[config.mk]
export PLATFORM = sky130hd
export DESIGN_NAME = mdu_seq
export DESIGN_NICKNAME = d
export VERILOG_FILES = /design/src/rtl/mdu_pkg.sv /design/src/rtl/mdu_seq_alu32.sv /design/src/rtl/mdu_seq.sv
export SDC_FILE = /design/constraint.sdc
export NUM_CORES = 1
export LEC_CHECK = 0
export ABC_CLOCK_PERIOD_IN_PS = 39700
export BUFFER_PORTS_ARGS = -buffer_cell sky130_fd_sc_hd__buf_2
export CORE_MARGIN = 8
export CORE_UTILIZATION = 40
export CTS_CLUSTER_SIZE = 14
export DETAILED_ROUTE_END_ITERATION = 7
export SYNTH_ARGS = -nofsm -noshare
export SYNTH_HDL_FRONTEND = slang
export SYNTH_HIERARCHICAL = 1
export SYNTH_SLANG_ARGS = --single-unit
[constraint.sdc]
create_clock -name clk -period 39.7 [get_ports clk]
set_input_delay 11.91 -clock clk [delete_from_list [all_inputs] [get_ports clk]]
set_output_delay 11.91 -clock clk [all_outputs]
set_load 0.05 [all_outputs]
[src/rtl/mdu_pkg.sv]
// ---------------------------------------------------------------------------
// mdu_pkg
// Shared definitions for the multi-cycle multiply/divide unit:
//   - operation encodings as seen on the mdu_seq op port
//   - FSM state encoding of the sequencer
//   - operation codes understood by the shared alu32 adder
//   - small decode helpers for the operation field
// ---------------------------------------------------------------------------
package mdu_pkg;

    typedef enum logic [1:0] {
        MDU_MULTU = 2'b00,
        MDU_MULT  = 2'b01,
        MDU_DIVU  = 2'b10,
        MDU_DIV   = 2'b11
    } mdu_op_e;

    typedef enum logic [1:0] {
        ST_IDLE  = 2'b00,
        ST_RUN   = 2'b01,
        ST_FIXUP = 2'b10
    } mdu_state_e;

    localparam logic [2:0] ALUOP_ADD = 3'b010;
    localparam logic [2:0] ALUOP_SUB = 3'b110;

    // Bit 1 of the encoding separates the divide family from the multiply family
    function automatic logic isDivide(input mdu_op_e opCode);
        return opCode[1];
    endfunction

    // Bit 0 of the encoding marks the signed variants (MULT, DIV)
    function automatic logic isSignedOp(input mdu_op_e opCode);
        return opCode[0];
    endfunction

endpackage

[src/rtl/mdu_seq_alu32.sv]
// ---------------------------------------------------------------------------
// alu32
// Ripple-carry ALU built from 1-bit slices, shared by the datapath and the
// multiply/divide unit.
//   i_a, i_b   : operands
//   i_aluop    : [2] = invert B and carry-in (subtract), [1:0] = function
//                00 AND, 01 OR, 10 ADD/SUB, 11 set-less-than
//   o_result   : selected function result
//   o_cout     : carry out of the MSB slice (for subtract: 1 means no borrow)
// ---------------------------------------------------------------------------
module alu32 #(
    parameter int WIDTH = 32
) (
    input  logic [WIDTH-1:0] i_a,
    input  logic [WIDTH-1:0] i_b,
    input  logic [2:0]       i_aluop,
    output logic [WIDTH-1:0] o_result,
    output logic             o_cout
);

    logic [WIDTH-1:0] w_sum;
    logic [WIDTH-1:0] w_bInv;
    logic             w_carryOut;

    // Each iteration is one 1-bit slice; the carry variable threads the
    // slices together so the ripple chain stays inside a single process.
    always_comb begin : p_ripple
        logic c;
        w_sum  = '0;
        w_bInv = '0;
        c      = i_aluop[2];
        for (int i = 0; i < WIDTH; i++) begin
            w_bInv[i] = i_b[i] ^ i_aluop[2];
            w_sum[i]  = i_a[i] ^ w_bInv[i] ^ c;
            c         = (i_a[i] & w_bInv[i]) | (i_a[i] & c) | (w_bInv[i] & c);
        end
        w_carryOut = c;
    end

    // Function select; set-less-than uses the sign of the difference
    always_comb begin
        o_result = '0;
        case (i_aluop[1:0])
            2'b00:   o_result = i_a & w_bInv;
            2'b01:   o_result = i_a | w_bInv;
            2'b10:   o_result = w_sum;
            default: o_result = {{(WIDTH-1){1'b0}}, w_sum[WIDTH-1]};
        endcase
    end

    assign o_cout = w_carryOut;

endmodule

[src/rtl/mdu_seq.sv]
// ---------------------------------------------------------------------------
// mdu_seq
// Iterative multiply/divide unit with architectural HI/LO registers.
// MULT/MULTU use shift-and-add, DIV/DIVU use restoring division; both run
// one iteration per clock on magnitudes, and signs are applied in a final
// FIXUP cycle.
//   clk, rst_n        : clock, asynchronous active-low reset
//   start, op, a, b   : launch request, operation and operands (idle only)
//   hi_we, lo_we      : MTHI / MTLO write enables (idle only), data on wdata
//   busy              : operation in progress
//   done              : one-cycle pulse when HI/LO hold a new result
//   dz                : last completed op was a divide by zero
//   hi, lo            : HI / LO registers
// ---------------------------------------------------------------------------
module mdu_seq
    import mdu_pkg::*;
#(
    parameter int WIDTH = 32,
    parameter int ITER  = WIDTH
) (
    input  logic             clk,
    input  logic             rst_n,
    input  logic             start,
    input  logic [1:0]       op,
    input  logic [WIDTH-1:0] a,
    input  logic [WIDTH-1:0] b,
    input  logic             hi_we,
    input  logic             lo_we,
    input  logic [WIDTH-1:0] wdata,
    output logic             busy,
    output logic             done,
    output logic             dz,
    output logic [WIDTH-1:0] hi,
    output logic [WIDTH-1:0] lo
);

    localparam int CNT_W = (ITER > 1) ? $clog2(ITER) : 1;
    localparam logic [CNT_W-1:0] LAST_ITER = CNT_W'(ITER - 1);

    mdu_state_e       r_state;
    mdu_op_e          r_op;
    logic [CNT_W-1:0] r_count;
    logic             r_signQ;
    logic             r_signR;
    logic             r_bZero;
    logic [WIDTH-1:0] r_mcand;
    logic [WIDTH-1:0] r_hiPart;
    logic [WIDTH-1:0] r_loPart;
    logic [WIDTH-1:0] r_hi;
    logic [WIDTH-1:0] r_lo;
    logic             r_busy;
    logic             r_done;
    logic             r_dz;

    mdu_op_e          w_startOp;
    logic             w_startSigned;
    logic             w_startDiv;
    logic [WIDTH-1:0] w_aMag;
    logic [WIDTH-1:0] w_bMag;

    logic [WIDTH-1:0] w_aluA;
    logic [WIDTH-1:0] w_aluB;
    logic [2:0]       w_aluOp;
    logic [WIDTH-1:0] w_aluY;
    logic             w_aluCout;

    logic [WIDTH:0]   w_mulAcc;
    logic [WIDTH-1:0] w_divShift;
    logic             w_divOk;
    logic [WIDTH-1:0] w_divR;
    logic [WIDTH-1:0] w_divQ;

    logic [2*WIDTH-1:0] w_prod;
    logic [2*WIDTH-1:0] w_prodNeg;
    logic [WIDTH-1:0]   w_qNeg;
    logic [WIDTH-1:0]   w_rNeg;

    // Operand decode at launch: signed ops iterate on magnitudes so a single
    // unsigned datapath serves all four operations.
    assign w_startOp     = mdu_op_e'(op);
    assign w_startSigned = isSignedOp(w_startOp);
    assign w_startDiv    = isDivide(w_startOp);
    assign w_aMag        = (w_startSigned && a[WIDTH-1]) ? (~a + WIDTH'(1)) : a;
    assign w_bMag        = (w_startSigned && b[WIDTH-1]) ? (~b + WIDTH'(1)) : b;

    // The shared adder adds the multiplicand to P_hi when multiplying and
    // subtracts the divisor from the left-shifted remainder when dividing.
    always_comb begin
        w_aluB = r_mcand;
        if (isDivide(r_op)) begin
            w_aluA  = w_divShift;
            w_aluOp = ALUOP_SUB;
        end else begin
            w_aluA  = r_hiPart;
            w_aluOp = ALUOP_ADD;
        end
    end

    alu32 #(
        .WIDTH(WIDTH)
    ) u_alu (
        .i_a      (w_aluA),
        .i_b      (w_aluB),
        .i_aluop  (w_aluOp),
        .o_result (w_aluY),
        .o_cout   (w_aluCout)
    );

    // Multiply step: the adder carry becomes bit WIDTH of the accumulator
    assign w_mulAcc = r_loPart[0] ? {w_aluCout, w_aluY} : {1'b0, r_hiPart};

    // Divide step: the bit shifted out of R is kept implicitly. When it is
    // set the shifted remainder exceeds any divisor, so the subtraction
    // always succeeds and the truncated difference is still exact.
    assign w_divShift = {r_hiPart[WIDTH-2:0], r_loPart[WIDTH-1]};
    assign w_divOk    = w_aluCout | r_hiPart[WIDTH-1];
    assign w_divR     = w_divOk ? w_aluY : w_divShift;
    assign w_divQ     = {r_loPart[WIDTH-2:0], w_divOk};

    // Sign restoration uses plain incrementers, independent of the adder
    assign w_prod    = {r_hiPart, r_loPart};
    assign w_prodNeg = ~w_prod + (2*WIDTH)'(1);
    assign w_qNeg    = ~r_loPart + WIDTH'(1);
    assign w_rNeg    = ~r_hiPart + WIDTH'(1);

    // Sequencer: IDLE accepts a launch and MTHI/MTLO writes, RUN performs
    // ITER iterations, FIXUP applies signs and commits HI/LO. All outputs
    // are registered here; done is cleared every edge unless FIXUP sets it.
    always_ff @(posedge clk or negedge rst_n) begin
        if (!rst_n) begin
            r_state  <= ST_IDLE;
            r_op     <= MDU_MULTU;
            r_count  <= '0;
            r_signQ  <= 1'b0;
            r_signR  <= 1'b0;
            r_bZero  <= 1'b0;
            r_mcand  <= '0;
            r_hiPart <= '0;
            r_loPart <= '0;
            r_hi     <= '0;
            r_lo     <= '0;
            r_busy   <= 1'b0;
            r_done   <= 1'b0;
            r_dz     <= 1'b0;
        end else begin
            r_done <= 1'b0;
            case (r_state)
                ST_IDLE: begin
                    if (hi_we) begin
                        r_hi <= wdata;
                    end
                    if (lo_we) begin
                        r_lo <= wdata;
                    end
                    if (start) begin
                        r_op     <= w_startOp;
                        r_signQ  <= w_startSigned & (a[WIDTH-1] ^ b[WIDTH-1]);
                        r_signR  <= w_startSigned & a[WIDTH-1];
                        r_bZero  <= (b == '0);
                        r_mcand  <= w_startDiv ? w_bMag : w_aMag;
                        r_loPart <= w_startDiv ? w_aMag : w_bMag;
                        r_hiPart <= '0;
                        r_count  <= '0;
                        r_dz     <= 1'b0;
                        r_busy   <= 1'b1;
                        r_state  <= ST_RUN;
                    end
                end

                ST_RUN: begin
                    if (isDivide(r_op)) begin
                        r_hiPart <= w_divR;
                        r_loPart <= w_divQ;
                    end else begin
                        r_hiPart <= w_mulAcc[WIDTH:1];
                        r_loPart <= {w_mulAcc[0], r_loPart[WIDTH-1:1]};
                    end
                    if (r_count == LAST_ITER) begin
                        r_state <= ST_FIXUP;
                    end else begin
                        r_count <= r_count + CNT_W'(1);
                    end
                end

                ST_FIXUP: begin
                    case (r_op)
                        MDU_MULT: begin
                            {r_hi, r_lo} <= r_signQ ? w_prodNeg : w_prod;
                        end
                        MDU_DIV: begin
                            r_lo <= r_signQ ? w_qNeg : r_loPart;
                            r_hi <= r_signR ? w_rNeg : r_hiPart;
                        end
                        MDU_DIVU: begin
                            r_lo <= r_loPart;
                            r_hi <= r_hiPart;
                        end
                        default: begin
                            {r_hi, r_lo} <= w_prod;
                        end
                    endcase
                    r_dz    <= isDivide(r_op) & r_bZero;
                    r_done  <= 1'b1;
                    r_busy  <= 1'b0;
                    r_state <= ST_IDLE;
                end

                default: begin
                    r_busy  <= 1'b0;
                    r_state <= ST_IDLE;
                end
            endcase
        end
    end

    assign busy = r_busy;
    assign done = r_done;
    assign dz   = r_dz;
    assign hi   = r_hi;
    assign lo   = r_lo;

endmodule
==> reports/qor.csv, run 1 <==
metric,value,unit
outcome,"finished, final reports clean",
path_common_cell,fa_1,
drc,0,
die_h,212,µm
fin_ws,24580,ps
layout.nets,2080,
async_reset_ff_frac,1.00,
diodes,0,
path_clk_slew,80,ps
critPathMaxStageDelay,890,ps
grt_pass1_wl,81.9,mm
r2r-end,r_hiPart[1],
layout-drive-gt1-share,0.160,
dp_slack,24710,ps
relSlewSlack,0.289,
fin_util,0.444,
cts_hold_buf,0,
ios,170,
post-cts-setup-buffer-count,0,
worstHoldEndpoint,lo[4],
grt_use_total,0.232,
portBuffers,169,
max_cap_viol_count,0,
clkSinkCount,175,
grt_use_met2,0.365,
dp_hpwl,40.2,mm
htree_levels,4,
grt_util_met3,0.0308,
mostFrequentLayoutCell,dfrtp_1,
power_density,94.0,nW/µm²
firstDrtPassIters,6,
grt_start_max_net_pins,114,
setup_viol,0,
finalHoldViolCount,0,
cp-startpoint,r_op[1],
start_kind,register,
ctsResizeCount,0,
min-delay-start,lo[4],
fin_crit,15120,ps
syn_to_final_growth,10.4,%
arrival,15420,ps
synth-seq-area-share,0.284,
tightest_slew,1060,ps
slew_violations,0,
p_leak,0.00769,µW
most-common-layout-cells,"173 x dfrtp_1, 168 x buf_2, 162 x nand2_1",
skew,23.4,ps
antenna_left,0,
wl_per_cell,22.0,µm
antenna_found_initial,0,
place_congestion,0.941,
grt_pass1_vias,13315,
reg2reg_depth,39,
vias,13983,
cp_slowest_cell,dfrtp_4,
endpoint_kind,register,
nFillCells,3818,
synthDistinctLibCells,86,
cts_tree,yes,
min_period_over_period,0.381,
r2r_slack,24580,ps
netlist_instances,1817,
fp-row-count,72,
cts_buffers,17,
yosysWarnings,6,
ys.flop_type,dfrtp_1,
fp.dieW,212,µm
grt-busiest-layer,met2,
drt-total-wl,53.0,mm
ir_drop,39.5,µV
rsz0062_at_grt,false,
viasPerCell,5.80,
crit_fanout,64,
grt-ovfl-total,0,
synth_area_per_cell,8.49,µm²
core-area,38400,µm²
min_path_type,register to register,
drtIter0Drc,1427,
synth_seq_cells,175,
grtUsageMet1,0.332,
r2r_start,r_op[1],
cts_root_buf,clkbuf_16,
finalSetupTns,0,ps
min_delay_path_depth,2,
critical_path_class,register to register,
fmax,0.0661,GHz
fp.dieArea,45100,µm²
synth_edf_count,0,
syn-cell-area,15400,µm²
cts_buffer_depth,2,
floorplan.initialDensity,0.402,
crit_required,39990,ps
insertion_delay,450,ps
report_power, final:
| part | internal (µW) | switching [µW] | leakage [µW] |
|---|---|---|---|
| clock | 91.8 | 86.3 | 0.000293 |
| sequential | 267 | 152 | 0.00212 |
| combinational | 383 | 623 | 0.00527 |
sequential cells by signal, summed over array words and instances, names as in the netlist:
| name | flops |
|---|---|
| r_mcand | 32 |
| r_count | 5 |
| hi | 32 |
| r_op | 2 |
| r_bZero | 1 |
| r_state | 2 |
| busy | 1 |
| r_loPart | 32 |
| lo | 32 |
| dz | 1 |
| done | 1 |
| r_signQ | 1 |
| r_hiPart | 32 |
| r_signR | 1 |
area by class of cell:
type                       instances  area, µm²  share of cell area
clock inverter                    14        165             0.00969
tap                              518        648              0.0380
multi-input combinational       1377       9960               0.584
clock buffer                      18        439              0.0258
inverter                         121        454              0.0266
sequential                       175       4380               0.257
timing repair buffer             186        992              0.0582
cell usage after synthesis, drive strengths merged, types with 40 or more instances:
library cell / number / area (µm²)
inv: 119 / 447
dfrtp: 175 / 4380
mux2i: 95 / 951
nor2: 131 / 494
a21oi: 124 / 621
xor2: 85 / 744
nand2: 163 / 614
mux2: 44 / 495
ha: 68 / 851
nor3: 40 / 205
xnor2: 61 / 534
clkbuf: 129 / 524
o21ai: 115 / 594
how the worst max path moves through the flow:
stage | slack [ps] | end | cells after the start
floorplan | 25230 | r_hiPart[2] | 42
global placement | 24880 | r_hiPart[1] | 39
detailed placement | 24710 | r_hiPart[1] | 39
CTS | 24690 | r_hiPart[1] | 39
global route | 24070 | r_hiPart[1] | 39
finish | 24580 | r_hiPart[1] | 39
through the flow:
step / cells / hold WS, ps / power, µW / area, µm²
after floorplan: 1824 / 449 / 1130 / 15500
after global placement: 2377 / 458 / 1390 / 16400
after detailed placement: 2377 / 466 / 1410 / 16400
after CTS: 2409 / 485 / 1590 / 17000
after global routing: 2409 / 505 / 1730 / 17000
final: 2409 / 480 / 1600 / 17000
routing by layer:
layer  part of all wire  vias up
li1                   -     6531
met1               0.47     6782
met2               0.45      609
met3              0.067       61
met4              0.020        0
met5                  0        -
critical path: cells and delay by family, from the launching register on:
| kind | cells | cell delay [ps] |
|---|---|---|
| AND/OR/NAND/NOR | 1 | 100 |
| multiplexers | 2 | 660 |
| flip-flops | 1 | 890 |
| buffers and inverters | 2 | 520 |
| adder cells (fa/ha/maj) | 31 | 12250 |
| AO/OA/AOI/OAI | 3 | 550 |
logic make-up (layout without fill, tap and decap cells):
kind of cell / after synthesis / in the layout / synth area share
mux: 139 / 139 / 0.0937
xor+xnor: 146 / 146 / 0.0828
simple gates: 495 / 495 / 0.158
fa+ha+maj: 99 / 99 / 0.0953
flops: 175 / 175 / 0.284
buf+inv: 272 / 339 / 0.0746
compound gates: 489 / 489 / 0.211
other cells: 2 / 9 / 0.000487
Power figures use the tool's default switching activity.
==> run 2, diff against run 1 <==
- ABC_AREA: not set -> 1
- ABC_CLOCK_PERIOD_IN_PS: 39700 -> 15000
- clock period: 39.7 -> 15 ns (I/O delays scaled with it)
==> reports/qor.csv, run 2 <==
metric,value,unit
tightest_slew,1050,ps
min_delay_path_depth,1,
place_congestion,0.987,
layout-drive-gt1-share,0.139,
cts_tree,yes,
dp_hpwl,50.2,mm
cp_slowest_cell,dfrtp_4,
most-common-layout-cells,"479 x nand2_1, 336 x nor2_1, 262 x nand3_1",
relSlewSlack,0.301,
power_density,243,nW/µm²
post-cts-setup-buffer-count,0,
drt-total-wl,64.3,mm
synth_seq_cells,175,
path_clk_slew,70,ps
start_kind,register,
slew_violations,0,
synth_edf_count,0,
insertion_delay,470,ps
setup_viol,0,
ys.flop_type,dfrtp_1,
finalSetupTns,0,ps
crit_required,15300,ps
die_h,218,µm
min_period_over_period,0.956,
viasPerCell,5.70,
r2r_start,r_op[1],
reg2reg_depth,42,
intPower,1910,µW
netSwitchingFraction,0.565,
critPathMaxStageDelay,580,ps
diodes,0,
pwr-share-clk,0.106,
vias,17462,
clkSinkCount,175,
max_cap_viol_count,0,
cts_buffers,17,
wl_per_cell,21.0,µm
cts_root_buf,clkbuf_16,
core-area,40600,µm²
cp-startpoint,r_op[1],
path_common_cell,fa_1,
fp-row-count,74,
holdWs,506,ps
layout.nets,2718,
floorplan.initialDensity,0.402,
r2r_slack,650,ps
drc,0,
yosysTopAreaCell,dfrtp_1,
fp.dieArea,47500,µm²
critical_path_class,register to register,
grt_start_max_net_pins,79,
skew,16.7,ps
arrival,14650,ps
fmax,0.0697,GHz
cts_hold_buf,0,
grt-ovfl-total,0,
worstHoldEndpoint,r_count[2],
ir_drop,108,µV
p_leak,0.00834,µW
syn_to_final_growth,10.5,%
synth_area_per_cell,6.73,µm²
synth.most_common_cell,nand2_1,
seqPwrFrac,0.226,
ctsResizeCount,0,
finalHoldViolCount,0,
ios,170,
cts_buffer_depth,2,
antenna_found_initial,0,
synth-seq-area-share,0.269,
synthDistinctLibCells,55,
drtIter0Drc,2053,
grt_pass1_wl,97.7,mm
p_sw,2470,µW
combPwrFrac,0.667,
netlist_instances,2421,
outcome,"finished, final reports clean",
grt_use_total,0.264,
dp_slack,767,ps
mostFrequentLayoutCell,nand2_1,
synth_top_area_share,0.269,
async_reset_ff_frac,1.00,
fp.dieW,218,µm
min_path_type,register to register,
htree_levels,4,
fin_crit,14350,ps
min-delay-start,r_count[2],
portBuffers,169,
endpoint_kind,register,
firstDrtPassIters,8,
fin_ws,653,ps
rsz0062_at_grt,false,
grt_pass1_vias,16376,
synthTopCellsByCount,"479 x nand2_1, 338 x nor2_1, 262 x nand3_1",
yosysWarnings,6,
yosys-top-cells-area,"dfrtp_1 27%, nand2_1 11%, nand3_1 8.0%",
syn-cell-area,16300,µm²
crit_fanout,30,
r2r-end,r_hiPart[21],
antenna_left,0,
-- run 2: cell types whose count changed in the layout (fill, tap and decap cells not counted), sizes merged, moves of 67 or more --
| cell | before | now |
|---|---|---|
| nand2 | 163 | 505 |
| nand3 | 17 | 268 |
| nor2 | 131 | 372 |
| inv | 126 | 260 |
| a21oi | 124 | 233 |
| mux2i | 95 | 0 |
| xor2 | 85 | 18 |
-- run 2: cell type report --
cell class                 count  area [µm²]
sequential                   175        4380
clock inverter                13         143
multi-input combinational   1877       10400
inverter                     256         961
clock buffer                  19         443
timing repair buffer         189        1000
fill                        4291       22500
tap                          532         666
-- run 2: logic make-up after synthesis --
| family | Yosys count | synth area share |
|---|---|---|
| other | 2 | 0.000461 |
| AND/OR/NAND/NOR | 1205 | 0.325 |
| XOR/XNOR | 55 | 0.0296 |
| flip-flops | 175 | 0.269 |
| adder cells (fa/ha/maj) | 99 | 0.0903 |
| buffers and inverters | 373 | 0.0939 |
| AO/OA/AOI/OAI | 512 | 0.192 |
-- run 2: how the worst max path moves through the flow --
stage / end / slack (ps) / cells after the start
after floorplan: r_hiPart[31] / 1250 / 40
after global placement: r_hiPart[31] / 860 / 43
after detailed placement: r_hiPart[21] / 770 / 42
after CTS: r_hiPart[21] / 740 / 42
after global routing: r_hiPart[19] / 160 / 42
final: r_hiPart[21] / 650 / 42
-- run 2: worst max-delay path, delay by kind of cell (launching register included) --
family | cells | cell delay (ps)
and+or+nand+nor | 4 | 530
buffers and inverters | 4 | 490
adders and majority gates | 31 | 12120
AOI/OAI and AO/OA | 3 | 430
DFF | 1 | 580
-- run 2: power by group through the flow --
stage	registers (µW)	clock network, µW	logic (µW)
after floorplan	1170	0	1920
after global placement	978	0	2810
after detailed placement	987	0	2870
after CTS	978	469	2880
after global routing	1010	489	3260
final	992	465	2920
-- run 2: per-layer routing --
metal | up-vias | track usage | wire (µm)
met5 | - | 0 | 0
met4 | 0 | 0.0979 | 2490
met3 | 134 | 0.0512 | 5630
met2 | 889 | 0.406 | 27900
met1 | 8237 | 0.364 | 28300
li1 | 8202 | - | -
-- run 2: per-stage QoR --
step,area [µm²],util,power (µW),std cells
finish,18000,0.444,4380,3061
detailed placement,17400,0.430,3860,3029
floorplan,16300,-,3090,2425
global placement,17400,0.430,3790,3029
CTS,18000,0.444,4330,3061
global route,18000,0.444,4760,3061
